### config.mk
export PLATFORM = sky130hd
export DESIGN_NAME = fetch_unit
export DESIGN_NICKNAME = d
export VERILOG_FILES = /design/src/rtl/cpu_pkg.sv /design/src/rtl/fetch_unit.sv
export SDC_FILE = /design/constraint.sdc
export NUM_CORES = 1
export LEC_CHECK = 0
export BUFFER_PORTS_ARGS = -buffer_cell sky130_fd_sc_hd__buf_2
export CELL_PAD_IN_SITES_DETAIL_PLACEMENT = 1
export CELL_PAD_IN_SITES_GLOBAL_PLACEMENT = 1
export CORE_ASPECT_RATIO = 1.2
export CORE_MARGIN = 2
export CORE_UTILIZATION = 40
export CTS_BUF_LIST = sky130_fd_sc_hd__clkbuf_8
export CTS_CLUSTER_DIAMETER = 50
export CTS_CLUSTER_SIZE = 24
export DETAILED_ROUTE_END_ITERATION = 8
export PLACE_DENSITY = 0.94
export SKIP_CTS_REPAIR_TIMING = 1
export SLEW_MARGIN = 10
export SYNTH_ARGS = -nofsm -noshare
export SYNTH_HDL_FRONTEND = slang
export SYNTH_SLANG_ARGS = --single-unit
export TNS_END_PERCENT = 30
### constraint.sdc
create_clock -name clk -period 2.8 [get_ports clk]
set_clock_uncertainty 0.1 [all_clocks]
set_input_delay 0.42 -clock clk [delete_from_list [all_inputs] [get_ports clk]]
set_output_delay 0.42 -clock clk [all_outputs]
set_load 0.02 [all_outputs]
### src/rtl/cpu_pkg.sv
// cpu_pkg
// Shared CPU constants and types.
//   ADDR_W        : PC / instruction-memory address width
//   INSTR_W       : instruction word width
//   OPC_W         : opcode field width (top bits of the instruction)
//   HALT_OPCODE   : opcode that stops instruction fetch
//   fetch_state_t : fetch unit control state (FETCH / HALTED)
package cpu_pkg;
  localparam int ADDR_W  = 8;
  localparam int INSTR_W = 24;
  localparam int OPC_W   = 4;
  localparam logic [OPC_W-1:0] HALT_OPCODE = 4'hF;

  typedef enum logic {
    FETCH  = 1'b0,
    HALTED = 1'b1
  } fetch_state_t;
endpackage

### src/rtl/fetch_unit.sv
// fetch_unit
// Instruction fetch stage. Holds the PC, addresses the instruction memory
// combinationally, registers the returned word and offers it to decode over
// a valid/ready handshake. A taken branch (redirect) reloads the PC and
// flushes the output register; a HALT opcode stops fetch until redirected.
// Ports:
//   clk             : clock, rising edge
//   rst_n           : asynchronous active-low reset
//   imem_addr       : address to instruction memory (the PC)
//   imem_data       : instruction returned for imem_addr
//   out_valid       : output register holds an instruction for decode
//   out_ready       : decode accepts this cycle
//   out_instr       : registered instruction
//   out_pc          : address the registered instruction came from
//   redirect_valid  : load redirect_target into the PC and flush
//   redirect_target : new PC
//   halted          : fetch stopped on a HALT instruction
module fetch_unit #(
  parameter int ADDR_W  = cpu_pkg::ADDR_W,
  parameter int INSTR_W = cpu_pkg::INSTR_W,
  parameter int OPC_W   = cpu_pkg::OPC_W,
  parameter logic [OPC_W-1:0] HALT_OPCODE = cpu_pkg::HALT_OPCODE,
  parameter logic [ADDR_W-1:0] RESET_PC = '0
) (
  input  logic               clk,
  input  logic               rst_n,
  output logic [ADDR_W-1:0]  imem_addr,
  input  logic [INSTR_W-1:0] imem_data,
  output logic               out_valid,
  input  logic               out_ready,
  output logic [INSTR_W-1:0] out_instr,
  output logic [ADDR_W-1:0]  out_pc,
  input  logic               redirect_valid,
  input  logic [ADDR_W-1:0]  redirect_target,
  output logic               halted
);
  import cpu_pkg::*;

  fetch_state_t        state;
  logic [ADDR_W-1:0]   pc_p0;
  logic                vld_p1;
  logic [INSTR_W-1:0]  instr_p1;
  logic [ADDR_W-1:0]   pc_p1;
  logic                load;
  logic                is_halt;

  // Capture whenever the output slot is free or being drained; a redirect
  // in the same cycle wins and suppresses the capture.
  assign load    = (state == FETCH) && (!vld_p1 || out_ready) && !redirect_valid;
  assign is_halt = (imem_data[INSTR_W-1 -: OPC_W] == HALT_OPCODE);

  // Stage p0: PC drives instruction memory directly
  assign imem_addr = pc_p0;

  // Stage p1: registered instruction handed to decode
  always_ff @(posedge clk or negedge rst_n) begin
    if (!rst_n) begin
      state    <= FETCH;
      pc_p0    <= RESET_PC;
      vld_p1   <= 1'b0;
      instr_p1 <= '0;
      pc_p1    <= '0;
    end else if (redirect_valid) begin
      // Flush: any handshake this cycle is discarded.
      state  <= FETCH;
      pc_p0  <= redirect_target;
      vld_p1 <= 1'b0;
    end else if (load) begin
      instr_p1 <= imem_data;
      pc_p1    <= pc_p0;
      vld_p1   <= 1'b1;
      if (is_halt) begin
        // PC stays on the HALT word so a later inspection sees where fetch stopped.
        state <= HALTED;
      end else begin
        pc_p0 <= pc_p0 + 1'b1;
      end
    end else if (state == HALTED && vld_p1 && out_ready) begin
      vld_p1 <= 1'b0;
    end
  end

  assign out_valid = vld_p1;
  assign out_instr = instr_p1;
  assign out_pc    = pc_p1;
  // state is a register, so halted rises on the same edge that captures HALT.
  assign halted    = (state == HALTED);

endmodule
==> out/metrics.cfg, run 1 <==
[status]
status=complete, no violations

[floorplan]
floorplan.die_area_um2=5010
fp.dieW_um=64.9
start_util_pct=41.8
die_y_um=77.1
coreArea_um2=4260
io_pins=78
placementRows=26

[global_routing]
grt_pass1_wl_um=7420
antenna_found_initial=1
grt_use_total_pct=19.6
grt_pass1_vias=1503
grt_max_degree=43
grt-ovfl-total=0

[sta]
slew_viol_final=0
setup_viol=0
grt_setup_unrepaired=false
period_share_pct=60.7
worst_pin_slew_ns=0.917
fin_ws_ns=1.10
clock.fmax_ghz=0.588
period_minus_slack_ns=1.70
tns_ns=0
finalHoldViolCount=0
hold-worst-slack_ns=0.153
max-slew-margin-rel_pct=38.9

[finish]
mostFrequentLayoutCells=buf_2 (77), dfrtp_1 (42), mux2_2 (30)
fillerInstances=485
area_growth_pct=30.6
drive_above_1_share_pct=55.1
fin_nets=253
utilization_pct=54.6
stdcell_count=273
layout_commonest_cell=buf_2

[pwr]
p_per_area_nw_per_um2=743
irDropWorstVdd_uv=359
power_frac_clock_pct=27.9
power_frac_comb_pct=26.4
p_switching_mw=0.545
internal_power_mw=1.18
seqPwrFrac_pct=45.7
leakage_nw=1.10
sw_frac_of_total_pct=31.5

[synth]
synth.top_cell.area_share_pct=59.0
syn_inst=136
syn_area_um2=1780
syn_nets=173
yosys.area.top_type=dfrtp_1
ys_seq_elements=42
ys.warnings.count=0
syn_area_per_cell_um2=13.1
synth_area_leaders=dfrtp_1 (59%), mux2_2 (19%), o21ai_0 (2.5%), buf_4 (1.7%), a21oi_1 (1.4%)
ys_types=29
synth-seq-area-share_pct=59.0

[clock_network]
h-tree-depth=2
clk_pin_slew_ns=0.08
clock_sinks=42
cts_made_buffers=5
cts_buffer_depth=2
tritoncts=done
clk_latency_ns=0.29
root_buffer=clkbuf_8

[placement]
place_hpwl_um=3320
dpl_worst_slack_ns=0.916
place.gp.congestion=0.843
placed_cells=265
io_buffers=77

[detailed_routing]
wl_per_cell_um=16.5
drtIter0Drc=52
via_per_inst=5.18
dr.pass1.iters=4
drtAntennaViolNets=0
drc=0
drt_wl_total_um=4510
vias=1414

[flow_run]
cap_violations=0

[worst_setup_path]
r2r_start=halted$_DFFE_PN0P_
crit_chain=inv_1 > a31oi_2 > and4b_1 > nor3_1
worstPathMaxFanout=16
reg2reg_slack_ns=1.10
start_kind=flip-flop
worstSetupEndpointType=flip-flop
cp.required_ns=2.91
worstPathArrival_ns=1.81
cp_slowest_cell=a31oi_2
rr_worst_depth=4
slowest_delay_ns=0.50
path_class=flip-flop to flip-flop
r2r_end=imem_addr[7]$_DFFE_PN0P_

[hold_path]
min_path_type=input pin to async pin

## flip-flops by register name (all words and copies together) (netlist names)
signal,count
imem_addr,8
out_valid,1
halted,1
out_instr,24
out_pc,8
## per-stage QoR
step | power, mW | area [um^2]
floorplan | 1.07 | 1780
global placement | 1.24 | 2210
detailed placement | 1.27 | 2210
CTS | 1.75 | 2320
global route | 1.82 | 2330
finish | 1.73 | 2330
## cell type report
type	count	area [um^2]	share of cell area, %
sequential	42	1050	45.2
multi-input combinational	86	683	29.4
timing repair buffer	79	400	17.2
clock buffer	6	82.6	3.55
tap	56	70.1	3.01
clock inverter	1	30.0	1.29
inverter	2	7.51	0.323
antenna	1	2.50	0.108
## worst max path at each step
stage,start,to,cells after the start
global placement,out_ready,imem_addr[7]$_DFFE_PN0P_,5
finish,halted$_DFFE_PN0P_,imem_addr[7]$_DFFE_PN0P_,4
floorplan,out_valid$_DFFE_PN0P_,out_instr[12]$_DFFE_PN0P_,4
detailed placement,out_ready,imem_addr[7]$_DFFE_PN0P_,5
global route,halted$_DFFE_PN0P_,imem_addr[7]$_DFFE_PN0P_,4
CTS,halted$_DFFE_PN0P_,imem_addr[7]$_DFFE_PN0P_,4
## power by group through the flow
| stage | clock [mW] | sequential (mW) | combinational, mW |
|---|---|---|---|
| floorplan | 0 | 0.924 | 0.149 |
| detailed placement | 0 | 0.802 | 0.463 |
| global route | 0.521 | 0.809 | 0.494 |
| finish | 0.483 | 0.790 | 0.457 |
| global placement | 0 | 0.792 | 0.448 |
| CTS | 0.492 | 0.792 | 0.465 |
## worst max-delay path, delay by kind of cell, from the launching register on
family                 cells  cell delay [ns]
flip-flops                 1             0.48
AND/OR/NAND/NOR            2             0.43
buffers and inverters      1             0.11
AO/OA/AOI/OAI              1             0.50
## synth_stat cells
library cell	instances
dfrtp_1	42
mux2_2	30
o21ai_0	9
nand2_1	6
a21oi_1	5
buf_4	4
nand3_1	4
nor2_1	4
nor3_1	4
nor2b_1	3
a31oi_1	2
buf_2	2
inv_1	2
mux2_1	2
nor4_1	2
or4_1	2
a31oi_2	1
and2_1	1
and4b_1	1
ha_1	1
mux2i_1	1
nand2b_1	1
nand4_1	1
nor3_4	1
nor3b_1	1
o21bai_1	1
o22ai_1	1
o2bb2ai_1	1
or2_2	1
## logic make-up (layout without fill, tap and decap cells)
group                      after synthesis  count (layout)  share of synthesized area (%)
AOI/OAI and AO/OA                       20              20                           6.60
adders and majority gates                1               1                          0.702
buffers and inverters                    8              88                           2.67
DFF                                     42              42                           59.0
muxes                                   33              33                           20.8
other                                    0               1                              0
and+or+nand+nor                         32              32                           10.3
## per-layer routing
layer	global-route usage [%]	vias to the layer above	wire length, um
met5	0	-	0
met4	13.4	0	172
met3	2.64	15	183
met2	34.1	46	2540
met1	21.7	704	1610
li1	-	649	-
Power figures use the tool's default switching activity.
==> run 2: changes to the inputs <==
--- a/config.mk
+++ b/config.mk
@@ -5,17 +5,18 @@
 export SDC_FILE = /design/constraint.sdc
 export NUM_CORES = 1
 export LEC_CHECK = 0
+export ABC_AREA = 1
 export BUFFER_PORTS_ARGS = -buffer_cell sky130_fd_sc_hd__buf_2
 export CELL_PAD_IN_SITES_DETAIL_PLACEMENT = 1
 export CELL_PAD_IN_SITES_GLOBAL_PLACEMENT = 1
 export CORE_ASPECT_RATIO = 1.2
 export CORE_MARGIN = 2
-export CORE_UTILIZATION = 40
+export CORE_UTILIZATION = 33
 export CTS_BUF_LIST = sky130_fd_sc_hd__clkbuf_8
 export CTS_CLUSTER_DIAMETER = 50
 export CTS_CLUSTER_SIZE = 24
 export DETAILED_ROUTE_END_ITERATION = 8
-export PLACE_DENSITY = 0.94
+export PLACE_DENSITY = 0.85
 export SKIP_CTS_REPAIR_TIMING = 1
 export SLEW_MARGIN = 10
 export SYNTH_ARGS = -nofsm -noshare
==> constraint.sdc (replaced) <==
create_clock -name clk -period 1.5 [get_ports clk]
set_clock_uncertainty 0.1 [all_clocks]
set_input_delay 0.225 -clock clk [delete_from_list [all_inputs] [get_ports clk]]
set_output_delay 0.225 -clock clk [all_outputs]
set_load 0.02 [all_outputs]
==> run 2 against run 1 <==
- global-route usage is 4.0 points lower
- non-clock buffer count is 2 higher
- worst setup slack worse by 0.98 ns
- first-iteration DRC count is 56% higher
- largest power group unchanged
==> out/metrics.cfg, run 2 <==
[status]
status=complete, no violations

[pwr]
internal_power_mw=2.13  ; +80%
irDropWorstVdd_uv=360  ; +0.36%
p_switching_mw=1.13  ; +110%
leakage_nw=1.46  ; +33%
p_per_area_nw_per_um2=1240  ; +67%
power_frac_comb_pct=29.7  ; +3.3 points
sw_frac_of_total_pct=34.7  ; +3.2 points
seqPwrFrac_pct=43.8  ; -1.9 points
power_frac_clock_pct=26.5  ; -1.4 points
finalPower_mw=3.27  ; +89%

[sta]
worst_pin_slew_ns=0.340  ; -0.577 ns
setup_viol=0  ; unchanged
max-slew-margin-rel_pct=77.4  ; +38 points
grt_setup_unrepaired=false
fin_ws_ns=0.120  ; -0.979 ns
tns_ns=0  ; unchanged
clock.fmax_ghz=0.725  ; +23%
period_minus_slack_ns=1.38  ; -0.321 ns
finalHoldViolCount=0  ; unchanged
period_share_pct=92.0  ; +31 points
slew_viol_final=0  ; unchanged

[global_routing]
grt_use_total_pct=15.6  ; -4.0 points
top_usage_layer=met2
grt_util_met3_pct=3.50  ; +0.86 points
gr-usage-met1_pct=19.7  ; -1.9 points
grtUsageMet2_pct=27.2  ; -6.9 points
grt-ovfl-total=0  ; unchanged
grt_pass1_wl_um=8830  ; +19%
antenna_found_initial=0  ; -1
grt_max_degree=65  ; +51%
grt_pass1_vias=1798  ; +20%

[floorplan]
start_util_pct=34.1  ; -7.7 points
placementRows=31  ; +19%
die_y_um=90.6  ; +18%
coreArea_um2=6050  ; +42%
floorplan.die_area_um2=6910  ; +38%
fp.dieW_um=76.2  ; +17%
io_pins=78  ; unchanged

[placement]
io_buffers=77  ; unchanged
place.gp.congestion=0.764  ; -9.4%
dpl_worst_slack_ns=0.0735  ; -0.842 ns
place_hpwl_um=3820  ; +15%

[flow_run]
cap_violations=0  ; unchanged

[worst_setup_path]
worstPathMaxFanout=5  ; -11
start_kind=flip-flop
r2r_start=imem_addr[0]$_DFFE_PN0P_
crit_end=imem_addr[2]$_DFFE_PN0P_
reg2reg_slack_ns=0.12  ; -0.98 ns
worstPathArrival_ns=1.46  ; -0.35 ns
rr_worst_depth=6  ; +2
r2r_end=imem_addr[2]$_DFFE_PN0P_
crit_start=imem_addr[0]$_DFFE_PN0P_
worstSetupEndpointType=flip-flop
cp.required_ns=1.58  ; -1.33 ns
path_class=flip-flop to flip-flop

[synth]
yosys.area.top_type=dfrtp_1
async_reset_ff_share_pct=100  ; unchanged
synth_edf_count=0  ; unchanged
synth_flop_cell=dfrtp_1
ys_seq_elements=42  ; unchanged
syn_inst=229  ; +68%
syn_area_um2=2060  ; +16%
syn_nets=266  ; +54%
synth_area_leaders=dfrtp_1 (51%), o21ai_2 (15%), nand2_1 (13%), inv_1 (6.4%), buf_6 (3.8%)
syn_area_per_cell_um2=9.02  ; -31%
ys_types=20  ; -31%
ys.warnings.count=0  ; unchanged
synth.top_cell.area_share_pct=50.9  ; -8.1 points
yosys-top-cells-count=nand2_1 (71), dfrtp_1 (42), inv_1 (35), o21ai_2 (35), nand3_1 (11)
synth-seq-area-share_pct=50.9  ; -8.1 points
yosysMostFrequentCell=nand2_1

[hold_path]
min_path_type=input pin to flip-flop

[detailed_routing]
drtAntennaViolNets=0  ; unchanged
vias=1740  ; +23%
via_per_inst=4.44  ; -14%
wl_per_cell_um=12.9  ; -22%
drt_wl_total_um=5050  ; +12%
drc=0  ; unchanged
dr.pass1.iters=4  ; unchanged
drtIter0Drc=81  ; +56%

[clock_network]
clk_pin_slew_ns=0.08  ; about the same
clk_latency_ns=0.28  ; about the same
clock_sinks=42  ; unchanged
root_buffer=clkbuf_8
h-tree-depth=2  ; unchanged
cts_buffer_depth=2  ; unchanged
tritoncts=done
cts_made_buffers=5  ; unchanged

[finish]
fin_nets=346  ; +37%
mostFrequentLayoutCells=buf_2 (77), nand2_1 (71), dfrtp_1 (42)
antennaDiodeCount=0  ; -1
area_growth_pct=27.5
drive_above_1_share_pct=43.2  ; -12 points
largest_register_ffs=24  ; unchanged
fillerInstances=781  ; +61%
layout_commonest_cell=buf_2

-- run 2: cell types whose count changed after synthesis, moves of 5 or more --
cell     delta
nand2_1    +65
o21ai_2    +35
inv_1      +33
mux2_2     -30
buf_6       +7
nand3_1     +7
o21ai_0     -7
nand2_2     +5
nor2_1      +5
-- run 2: worst min-delay path by stage --
stage	startpoint	to	cells after the start
floorplan	rst_n	halted$_DFFE_PN0P_	0
global placement	rst_n	out_instr[14]$_DFFE_PN0P_	2
detailed placement	rst_n	out_instr[14]$_DFFE_PN0P_	2
CTS	rst_n	imem_addr[1]$_DFFE_PN0P_	2
global route	imem_data[16]	out_instr[16]$_DFFE_PN0P_	3
finish	imem_data[18]	out_instr[18]$_DFFE_PN0P_	3
-- run 2: final cells by class --
| class | count | area [um^2] | area share [%] |
|---|---|---|---|
| repair buffers | 81 | 443 | 16.8 |
| flip-flops and latches | 42 | 1050 | 39.9 |
| multi-input cells | 142 | 783 | 29.8 |
| well taps | 82 | 103 | 3.90 |
| clock buffers | 5 | 68.8 | 2.61 |
| inverters | 37 | 146 | 5.56 |
| clock inverters | 3 | 37.5 | 1.43 |
-- run 2: cells by family (layout without fill, tap and decap cells) --
kind of cell,after synthesis,in the layout,share of synthesized area (%)
and+or+nand+nor,102,102,21.3
buffers and inverters,45,126,11.3
DFF,42,42,50.9
AOI/OAI and AO/OA,39,39,15.9
adders and majority gates,1,1,0.606
-- run 2: power groups by stage --
stage	clock, mW	combinational [mW]	sequential [mW]
2_1_floorplan	0	0.413	1.67
3_5_place_dp	0	0.975	1.46
3_3_place_gp	0	0.944	1.44
6_report	0.865	0.970	1.43
4_1_cts	0.896	0.977	1.44
5_1_grt	0.948	1.07	1.46
-- run 2: worst max-delay path, cell delays in order (launching register included) --
cell and delay, ns:
dfrtp_1 0.42, ha_2 0.22, or2_2 0.28, nand3_1 0.07
nand2_1 0.05, nand2_1 0.08, o21ai_2 0.06
-- run 2: through the flow --
step | cells | hold WS [ns] | area, um^2 | utilization [%]
2_1_floorplan | 229 | -0.171 | 2060 | -
3_3_place_gp | 382 | 0.121 | 2510 | 41.4
3_5_place_dp | 382 | 0.125 | 2510 | 41.4
4_1_cts | 390 | -0.193 | 2610 | 43.2
5_1_grt | 392 | 0.0662 | 2630 | 43.5
6_report | 392 | 0.0708 | 2630 | 43.5
-- run 2: layer usage --
layer,wire length (um),vias up
li1,-,863
met1,2190,824
met2,2600,49
met3,218,4
met4,36,0
met5,0,-
==> run 3: changes to the inputs <==
--- a/config.mk
+++ b/config.mk
@@ -11,12 +11,11 @@
 export CELL_PAD_IN_SITES_GLOBAL_PLACEMENT = 1
 export CORE_ASPECT_RATIO = 1.2
 export CORE_MARGIN = 2
-export CORE_UTILIZATION = 33
-export CTS_BUF_LIST = sky130_fd_sc_hd__clkbuf_8
+export CORE_UTILIZATION = 32
 export CTS_CLUSTER_DIAMETER = 50
 export CTS_CLUSTER_SIZE = 24
 export DETAILED_ROUTE_END_ITERATION = 8
-export PLACE_DENSITY = 0.85
+export PLACE_DENSITY = 0.83
 export SKIP_CTS_REPAIR_TIMING = 1
 export SLEW_MARGIN = 10
 export SYNTH_ARGS = -nofsm -noshare
==> run 3 against run 2 <==
- clock power grew 2%
- sequential share of layout area decreased by 0.21 points
- critical endpoint unchanged
- sequential power about the same
- worst setup slack improved by 0.011 ns
- worst hold slack lost 0.0021 ns
- final cell count rose by 1.0%
- via count decreased by 2.9%
- core utilization decreased by 1.7 points
- register-to-register slack about the same
==> out/metrics.cfg, run 3 (synthesis results as in run 2) <==
[status]
status=complete, no violations

[sta]
tns_ns=0  ; unchanged
period_minus_slack_ns=1.37  ; -0.0105 ns
max-slew-margin-rel_pct=77.1  ; -0.28 points
worst_pin_slew_ns=0.344  ; +0.00427 ns
slew_viol_final=0  ; unchanged
setup_viol=0  ; unchanged
clock.fmax_ghz=0.730  ; +0.77%
finalHoldViolCount=0  ; unchanged
period_share_pct=91.3  ; -0.70 points
grt_setup_unrepaired=false
hold-worst-slack_ns=0.0687  ; -0.00205 ns

[worst_setup_path]
r2r_start=imem_addr[0]$_DFFE_PN0P_
rr_worst_depth=6  ; unchanged
crit_family=simple AND/OR/NAND/NOR gates
cp_slowest_cell=dfrtp_1
r2r_end=imem_addr[2]$_DFFE_PN0P_
crit_cells=6  ; unchanged
worstSetupEndpointType=flip-flop
crit_start=imem_addr[0]$_DFFE_PN0P_
reg2reg_slack_ns=0.13  ; about the same
crit_end=imem_addr[2]$_DFFE_PN0P_
crit_chain=ha_2 > or2_2 > nand3_1 > nand2_1 > nand2_1 > o21ai_2
slowest_delay_ns=0.43  ; about the same
worstPathMaxFanout=5  ; unchanged
start_kind=flip-flop
cp.required_ns=1.59  ; about the same
worstPathArrival_ns=1.46  ; about the same
crit_path_frequent_cell=nand2_1
path_class=flip-flop to flip-flop
critPathBufInv=0  ; unchanged

[global_routing]
antenna_found_initial=0  ; unchanged
grt_pass1_vias=1723  ; -4.2%
grt-ovfl-total=0  ; unchanged
grt_pass1_wl_um=8140  ; -7.8%
grt_max_degree=65  ; unchanged
grt_use_total_pct=14.1  ; -1.5 points

[floorplan]
coreArea_um2=6330  ; +4.5%
io_pins=78  ; unchanged
floorplan.die_area_um2=7110  ; +3.0%
start_util_pct=32.6  ; -1.5 points
placementRows=32  ; +3.2%
fp.dieW_um=77.3  ; +1.5%
die_y_um=92.0  ; +1.5%

[clock_network]
clk_pin_slew_ns=0.09  ; about the same
h-tree-depth=2  ; unchanged
clk_latency_ns=0.29  ; about the same
cts_made_buffers=5  ; unchanged
root_buffer=clkbuf_8
tritoncts=done
clock_sinks=42  ; unchanged
cts_buffer_depth=2  ; unchanged

[detailed_routing]
via_per_inst=4.27  ; -3.9%
dr.pass1.iters=4  ; unchanged
vias=1690  ; -2.9%
drt_wl_total_um=4750  ; -6.0%
drc=0  ; unchanged
wl_per_cell_um=12.0  ; -6.9%
drtAntennaViolNets=0  ; unchanged
drtIter0Drc=100  ; +23%

[placement]
place_hpwl_um=3560  ; -6.9%
place.gp.congestion=0.786  ; +2.9%
io_buffers=77  ; unchanged

[finish]
utilization_pct=41.8  ; -1.7 points
area_growth_pct=28.2
fillerInstances=810  ; +3.7%
fin_nets=347  ; +0.29%
drive_above_1_share_pct=44.1  ; +0.83 points
layout_commonest_cell=buf_2
largest_register_ffs=24  ; unchanged
mostFrequentLayoutCells=buf_2 (77), nand2_1 (71), dfrtp_1 (42)
antennaDiodeCount=0  ; unchanged

[hold_path]
min_path_type=input pin to flip-flop
min-delay-start=imem_data[1]

[flow_run]
cap_violations=0  ; unchanged

[pwr]
irDropWorstVdd_uv=341  ; -5.3%
p_per_area_nw_per_um2=1240  ; -0.20%
leakage_nw=1.46  ; +0.13%

## run 3: cell count changes in the layout (fill, tap and decap cells not counted), sizes merged
cell / previous run / this run
clkinv: 0 / 2
buf: 80 / 81
inv: 39 / 37
## run 3: final cells by class
type                            count  area (um^2)  area share [%]
Clock inverter                      3         40.0            1.51
Sequential cell                    42         1050            39.7
Multi-Input combinational cell    142          783            29.6
Tap cell                           85          106            4.02
Inverter                           37          146            5.53
Clock buffer                        5         68.8            2.60
Timing Repair Buffer               82          450            17.0
## run 3: routing by layer
metal,up-vias,wire length [um],global-route usage (%),part of all wire [%]
li1,864,-,-,-
met1,778,2030,17.6,43
met2,42,2430,24.0,51
met3,6,220,2.85,4.6
met4,0,67,5.65,1.4
met5,-,0,0,0
## run 3: worst min-delay path by stage
stage,to,cells after the start,slack (ns)
after detailed placement,out_instr[1]$_DFFE_PN0P_,2,0.12
after global placement,out_instr[1]$_DFFE_PN0P_,2,0.12
after CTS,imem_addr[4]$_DFFE_PN0P_,2,-0.20
final,out_instr[1]$_DFFE_PN0P_,3,0.07
after floorplan,halted$_DFFE_PN0P_,0,-0.17
after global routing,out_instr[1]$_DFFE_PN0P_,3,0.07
## run 3: stage by stage
step | total power [mW] | cell area (um^2) | setup WS, ns | instances
finish | 3.28 | 2650 | 0.131 | 396
global route | 3.50 | 2650 | 0.00367 | 396
CTS | 3.33 | 2630 | 0.0970 | 395
detailed placement | 2.43 | 2520 | 0.111 | 387
global placement | 2.40 | 2520 | 0.150 | 387
floorplan | 2.08 | 2060 | 0.0744 | 229
## run 3: report_power, final
part	internal (mW)	switching, mW	total (mW)
sequential	1.31	0.124	1.43
clock	0.490	0.392	0.882
combinational	0.345	0.620	0.965
## run 3: worst register-to-register path, stage by stage, from the launching register on
cell     delay [ns]
dfrtp_1        0.43
ha_2           0.22
or2_2          0.27
nand3_1        0.07
nand2_1        0.06
nand2_1        0.07
o21ai_2        0.05
